$ cat src/rtl/fetch_buffer.sv
`default_nettype none
// ============================================================================
// Module   : fetch_buffer
// Purpose  : Instruction fetch stage. Owns the fetch PC, issues word addresses
//            to a synchronous instruction memory (data returns one cycle after
//            the request), buffers {pc, instruction} pairs in a small FIFO and
//            presents them downstream over a valid/ready handshake. A redirect
//            flushes buffered and in-flight instructions and restarts fetch.
// Ports    : clk, rst            - clock, synchronous active-high reset
//            i_req, i_addr       - fetch request / word-aligned fetch address
//            instruction         - memory read data (cycle after i_req)
//            inst_out, pc_out    - head-of-FIFO instruction and its PC
//            inst_valid          - FIFO non-empty
//            inst_ready          - downstream accepts head this cycle
//            redirect            - flush and restart fetch at redirect_pc
//            redirect_pc         - new fetch PC (bits [1:0] forced to 0)
// Revision : 1.0 - initial release
// ============================================================================
module fetch_buffer #(
  parameter int unsigned DEPTH    = 4,
  parameter logic [31:0] RESET_PC = 32'h0000_0000
) (
  input  logic        clk,
  input  logic        rst,
  output logic        i_req,
  output logic [31:0] i_addr,
  input  logic [31:0] instruction,
  output logic [31:0] inst_out,
  output logic [31:0] pc_out,
  output logic        inst_valid,
  input  logic        inst_ready,
  input  logic        redirect,
  input  logic [31:0] redirect_pc
);

  localparam int unsigned PW = (DEPTH > 1) ? $clog2(DEPTH) : 1;
  localparam int unsigned CW = PW + 1;
  localparam logic [CW-1:0] OCC_ONE  = {{(CW-1){1'b0}}, 1'b1};
  localparam logic [CW:0]   CREDITS  = (CW+1)'(DEPTH);

  logic [31:0]   fpc_q, fpc_d;
  logic          inflight_q, inflight_d;
  logic [31:0]   ipc_q, ipc_d;
  logic [CW-1:0] occ_q, occ_d;
  logic [PW-1:0] rd_q, rd_d;
  logic [PW-1:0] wr_q, wr_d;

  logic [31:0]   pc_mem   [DEPTH];
  logic [31:0]   inst_mem [DEPTH];

  logic [CW:0]   w_used;
  logic          w_issue;
  logic          w_push;
  logic          w_pop;

  // Credit check uses registered occupancy only: a pop this cycle does not
  // free a slot until the next cycle, which keeps i_req off the ready path.
  assign w_used  = {1'b0, occ_q} + {{CW{1'b0}}, inflight_q};
  assign w_issue = !rst && !redirect && (w_used < CREDITS);

  // A response arriving during a redirect belongs to the old stream.
  assign w_push  = inflight_q && !redirect && !rst;
  assign w_pop   = inst_valid && inst_ready;

  assign i_req      = w_issue;
  assign i_addr     = fpc_q;
  assign inst_valid = (occ_q != '0);
  assign inst_out   = inst_valid ? inst_mem[rd_q] : 32'h0;
  assign pc_out     = inst_valid ? pc_mem[rd_q]   : 32'h0;

  always_comb begin
    fpc_d      = fpc_q;
    inflight_d = inflight_q;
    ipc_d      = ipc_q;
    occ_d      = occ_q;
    rd_d       = rd_q;
    wr_d       = wr_q;
    if (redirect) begin
      fpc_d      = redirect_pc & ~32'h3;
      inflight_d = 1'b0;
      occ_d      = '0;
      rd_d       = '0;
      wr_d       = '0;
    end else begin
      inflight_d = w_issue;
      if (w_issue) begin
        ipc_d = fpc_q;
        fpc_d = fpc_q + 32'd4;
      end
      if (w_push) begin
        wr_d = wr_q + 1'b1;
      end
      if (w_pop) begin
        rd_d = rd_q + 1'b1;
      end
      case ({w_push, w_pop})
        2'b10:   occ_d = occ_q + OCC_ONE;
        2'b01:   occ_d = occ_q - OCC_ONE;
        default: occ_d = occ_q;
      endcase
    end
  end

  always_ff @(posedge clk) begin
    if (rst) begin
      fpc_q      <= RESET_PC;
      inflight_q <= 1'b0;
      ipc_q      <= RESET_PC;
      occ_q      <= '0;
      rd_q       <= '0;
      wr_q       <= '0;
    end else begin
      fpc_q      <= fpc_d;
      inflight_q <= inflight_d;
      ipc_q      <= ipc_d;
      occ_q      <= occ_d;
      rd_q       <= rd_d;
      wr_q       <= wr_d;
    end
  end

  // Storage needs no reset: contents are only visible while occ_q != 0.
  always_ff @(posedge clk) begin
    if (w_push) begin
      pc_mem[wr_q]   <= ipc_q;
      inst_mem[wr_q] <= instruction;
    end
  end

endmodule
`default_nettype wire

$ cat config.mk
export PLATFORM = sky130hd
export DESIGN_NAME = fetch_buffer
export DESIGN_NICKNAME = d
export VERILOG_FILES = /design/src/rtl/fetch_buffer.sv
export SDC_FILE = /design/constraint.sdc
export NUM_CORES = 1
export LEC_CHECK = 0
export BUFFER_PORTS_ARGS = -buffer_cell sky130_fd_sc_hd__buf_2
export CORE_MARGIN = 10
export CORE_UTILIZATION = 45
export DETAILED_ROUTE_END_ITERATION = 8
export PLACE_DENSITY = 0.67
export SKIP_CTS_REPAIR_TIMING = 1
export SYNTH_ARGS = -nofsm -noshare
export SYNTH_HDL_FRONTEND = slang
export SYNTH_SLANG_ARGS = --single-unit
$ cat constraint.sdc
create_clock -name clk -period 3.15 [get_ports clk]
set_clock_uncertainty 0.1 [all_clocks]
set_input_delay 0.63 -clock clk [delete_from_list [all_inputs] [get_ports clk]]
set_output_delay 0.63 -clock clk [all_outputs]
set_load 0.01 [all_outputs]
======== Word level (Yosys, flattened, before mapping) ========
Memories as Yosys holds them, arrays and structs flattened. A register that Yosys moved wholly into a read port is not among the register bits.
Index checks and enable logic that the tools add are counted.
storage, ports and cells
  RAM bits ................................ 256
  memories kept ........................... 2
  output and inout bits ................... 98
  register bits ........................... 72
  logic and storage cells ................. 42
cells by class
  add/sub/neg operators ................... 6
  eq/ne operators ......................... 2
  $lt $le $gt $ge ......................... 1
  reductions and logical operators ........ 12
  bitwise operators ....................... 1
  muxes and demuxes ....................... 11
memory list
  memory    depth  bits a word  read ports  clocked after memory_dff  wr ports  line  source
  inst_mem  4      32           1           1                         1         49    logic [31:0] inst_mem [DEPTH];
  pc_mem    4      32           1           1                         1         48    logic [31:0] pc_mem [DEPTH];
operators with widths
  cell                                                                   count
  32-bit two-way mux                                                     4
  32-bit by 3-bit adder with 32-bit output (second input constant)       1
  2-bit two-way mux                                                      4
  3-bit case mux with 2 select lines                                     1
  1-bit logical AND                                                      5
  2-bit by 1-bit adder with 2-bit output (second input constant)         2
  3-bit by 1-bit adder with 4-bit output                                 1
  4-bit by 3-bit < comparator with 1-bit output (second input constant)  1
  2-bit nonzero test                                                     2
  3-bit by 1-bit adder with 3-bit output (second input constant)         1
  3-bit nonzero test                                                     1
  3-bit by 1-bit subtractor with 3-bit output (second input constant)    1
  2-bit by 1-bit == test with 1-bit output (second input constant)       1
  2-bit == test (second input constant)                                  1
  1-bit logical NOT                                                      2
  1-bit two-way mux                                                      2
  2-bit AND reduction                                                    1
  2-bit OR reduction                                                     1
  1-bit NOT                                                              1

======== Logic depth before layout (Yosys ltp) ========
  depth after elaboration ................. 5
  gate-level depth with buffers ........... 9
  mapped depth without buffers ............ 8

======== Worst setup path before layout ========
Ideal clock, no wire load.
  path kind ............................... input-to-reg
  from .................................... in redirect
  to ...................................... mem inst_mem[0][0] (enable)
  arrival ................................. 2.554 ns
  path slack .............................. 0.069 ns
  stages .................................. 3
  path through ............................ clkbuf_1 -> nor2_1 -> and3_1
on the way
  cells in the longest elaborated chain, start to end .. 5
ends and longest elaborated chain
  what                                     line  source
  from (decl)                              32    input logic redirect,
  1-bit logical NOT                        62    assign w_push = inflight_q && !redirect && !rst;
  1-bit logical AND (2 in a row)           62
  1-bit two-way mux                        124   if (w_push) begin
  1-bit two-way mux (not written as such)  126   inst_mem[wr_q] <= instruction;
  to (decl)                                49
No other way between the ends.

======== Worst setup path in the final report ========
  from .................................... reg inflight_q
  to ...................................... out i_req
on the way
  cells in the longest elaborated chain, start to end .. 3
ends and longest elaborated chain
  what                                           line  source
  from (decl)                                    42    logic inflight_q, inflight_d;
  from (signal assigned)                         114   inflight_q <= inflight_d;
  3-bit by 1-bit adder with 4-bit output         58    assign w_used = {1'b0, occ_q} + {{CW{1'b0}}, inflight_q};
  4-bit by 3-bit < comparator with 1-bit output  59    assign w_issue = !rst && !redirect && (w_used < CREDITS);
  1-bit logical AND                              59
  to (decl)                                      25    output logic i_req,
No other way between the ends.

==> impl_metrics.csv <==
group,metric,value,unit
finish,final_cell_mix,"edfxtp_1 (248), buf_2 (159), nand2_1 (90), and2_1 (70), dfxtp_1 (68)",
placed_design,port_buffers,159,
route,drtIter0Drc,521,
timing,fin_hold_ws,0.250,ns
worst_setup_path,crit_path_max_fanout,25,
finish,layout_commonest_cell,"edfxtp_1",
finish,n_antenna_cell,0,
placed_design,place_hpwl,17500,um
timing,min_period,3.00,ns
timing,setup_ws,0.149,ns
timing,fmax,333,MHz
run,drv_cap,0,
yosys,ys_ff_latch,318,
yosys,synth_ff_type,"edfxtp_1",
yosys,synthArstFlopShare,0,%
grt,grt_max_degree,64,
power,power.leakage,0.00544,uW
cts,h-tree-depth,2,
finish,fillers,2357,
power,p_per_area,573,nW/um2
yosys,synth-edff-count,248,
floorplanning,die_h,188,um
placed_design,pre_cts_ws,0.264,ns
floorplanning,rows,61,
route,wl_per_cell,20.0,um
timing,max_slew.worst_pin.slew,0.860,ns
cts,insertion_delay,0.49,ns
timing,setup_viol,0,
timing,finalCritPeriodShare,95.3,%
timing,slew_headroom,42.1,%
cts,cts_tree,"yes",
yosys,yosysSeqAreaShare,69.9,%
cts,clock_sinks,318,
floorplanning,ios,166,
timing,slew_violations,0,
finish,syn2layout_area_growth,19.1,%
timing,hold_violations,0,
grt,antenna_found_initial,0,
finish,num-nets-final,1053,
route,top_layer,"met4",
outcome,status,"finished clean",
worst_setup_path,worstPathRequired,2.42,ns
cts,path_clk_slew,0.06,ns
worst_setup_path,ff2ff_path_depth,7,
min_path,holdPathStages,1,
cts,ctsRootBufferMaster,"clkbuf_16",
route,via_count,7380,
finish,multi_input_area,3550,um2
route,antenna_left,0,
timing,rsz0062_at_grt,"no",
route,wl_met2,12900,um
route,dr.pass1.iters,6,
min_path,hold_path.class,"in -> reg",
yosys,synth_area,12700,um2
worst_setup_path,critPathArrivalTime,2.27,ns
route,drt_wl_total,27600,um
cts,clock_path_buffers,3,
yosys,ys_warn_count,0,
grt,gr-usage-all-layers,15.6,%
floorplanning,coreArea,27800,um2
yosys,syn_inst,806,
yosys,synth.distinct_cells,54,
route,m1WireLength,12000,um
worst_setup_path,critPathLaunchType,"register",
finish,register_area,8860,um2
grt,grt_pass1_wl,44100,um
route,wl_met3,2290,um
floorplanning,start_util,45.5,%
floorplanning,die_area,35200,um2
grt,gr-total-overflow,0,
yosys,syn_avg_cell_area,15.7,um2
grt,grt_pass1_vias,7803,
power,peakVddDrop,0.289,mV
finish,layout-drive-gt1-share,30.7,%
route,drcViolationCount,0,
floorplanning,die_w,188,um
timing,tns,0,ns
worst_setup_path,crit_type,"reg -> out",
route,via_per_inst,5.35,
placed_design,place.gp.congestion,0.812,
worst_setup_path,end_kind,"output pin",
cts,cts_buffers,34,
final cells by class:
type	count	area share, %
Clock buffer	44	6.10
Clock inverter	15	0.839
Inverter	12	0.307
Multi-Input combinational cell	427	23.5
Sequential cell	318	58.8
Tap cell	378	3.14
Timing Repair Buffer	185	7.32
per-layer routing:
| metal | vias to the layer above | global-route usage, % |
|---|---|---|
| li1 | 3416 | - |
| met1 | 3671 | 20.9 |
| met2 | 260 | 24.6 |
| met3 | 33 | 4.53 |
| met4 | 0 | 3.38 |
| met5 | - | 0 |
stage by stage:
stage	instance area, um2	cells	utilization (%)	total power [uW]
2_1_floorplan	12700	809	-	4850
3_3_place_gp	14000	1320	50.5	4990
3_5_place_dp	14000	1320	50.5	5000
4_1_cts	15100	1379	54.2	8730
5_1_grt	15100	1379	54.2	8950
6_report	15100	1379	54.2	8640
Yosys cell counts, drive strengths merged, types with 3 or more instances:
library cell,instances,area (um2)
a21oi,55,275
nand2,90,338
buf,20,123
mux2,6,67.6
inv,11,41.3
nand4,17,106
ha,6,75.1
a31oi,10,62.6
dfxtp,70,1400
xor2,8,70.1
edfxtp,248,7450
mux4,62,1400
o21ai,9,45.0
o22ai,5,31.3
nor4,4,55.1
nand3,8,40.0
and2,70,438
nor3,5,30.0
clkbuf,32,120
and3,7,43.8
or3,7,48.8
a32oi,5,43.8
o211ai,3,22.5
nor2,20,75.1
power by group:
part / internal, uW / switching (uW)
clock: 2220 / 1500
sequential: 4550 / 65.1
combinational: 120 / 173
worst paths after layout:
path	start	end	slack [ns]
hold / removal	instruction[22]	inst_mem[0][22]$_DFFE_PP_	0.25
hold reg to reg	ipc_q[2]$_SDFFE_PP0P_	pc_mem[1][2]$_DFFE_PP_	0.41
setup / recovery	inflight_q$_SDFF_PP0_	i_req	0.15
setup reg to reg	inflight_q$_SDFF_PP0_	i_addr[4]$_SDFFE_PP0P_	0.34
state kept, by name, indices dropped and copies added, names as in the netlist, named ones only:
| register | count |
|---|---|
| i_addr | 30 |
| inflight_q | 1 |
| inst_mem | 128 |
| ipc_q | 30 |
| occ_q | 3 |
| pc_mem | 120 |
| rd_q | 2 |
| wr_q | 2 |
kinds of logic after synthesis:
kind of cell / after synthesis / share of synthesized area [%]
other: 1 / 0.0296
multiplexers: 70 / 11.7
AO/OA/AOI/OAI: 98 / 4.56
flip-flops: 318 / 69.9
buffers and inverters: 64 / 2.28
AND/OR/NAND/NOR: 238 / 10.0
adder cells (fa/ha/maj): 7 / 0.752
XOR/XNOR: 10 / 0.692
worst max-delay path, cell delays in order, from the launching register on:
cell,delay [ns]
dfxtp_1,0.50
and3_1,0.32
or3_4,0.35
clkinv_2,0.35
buf_2,0.26
No activity file was read; power rests on OpenSTA's default activity.
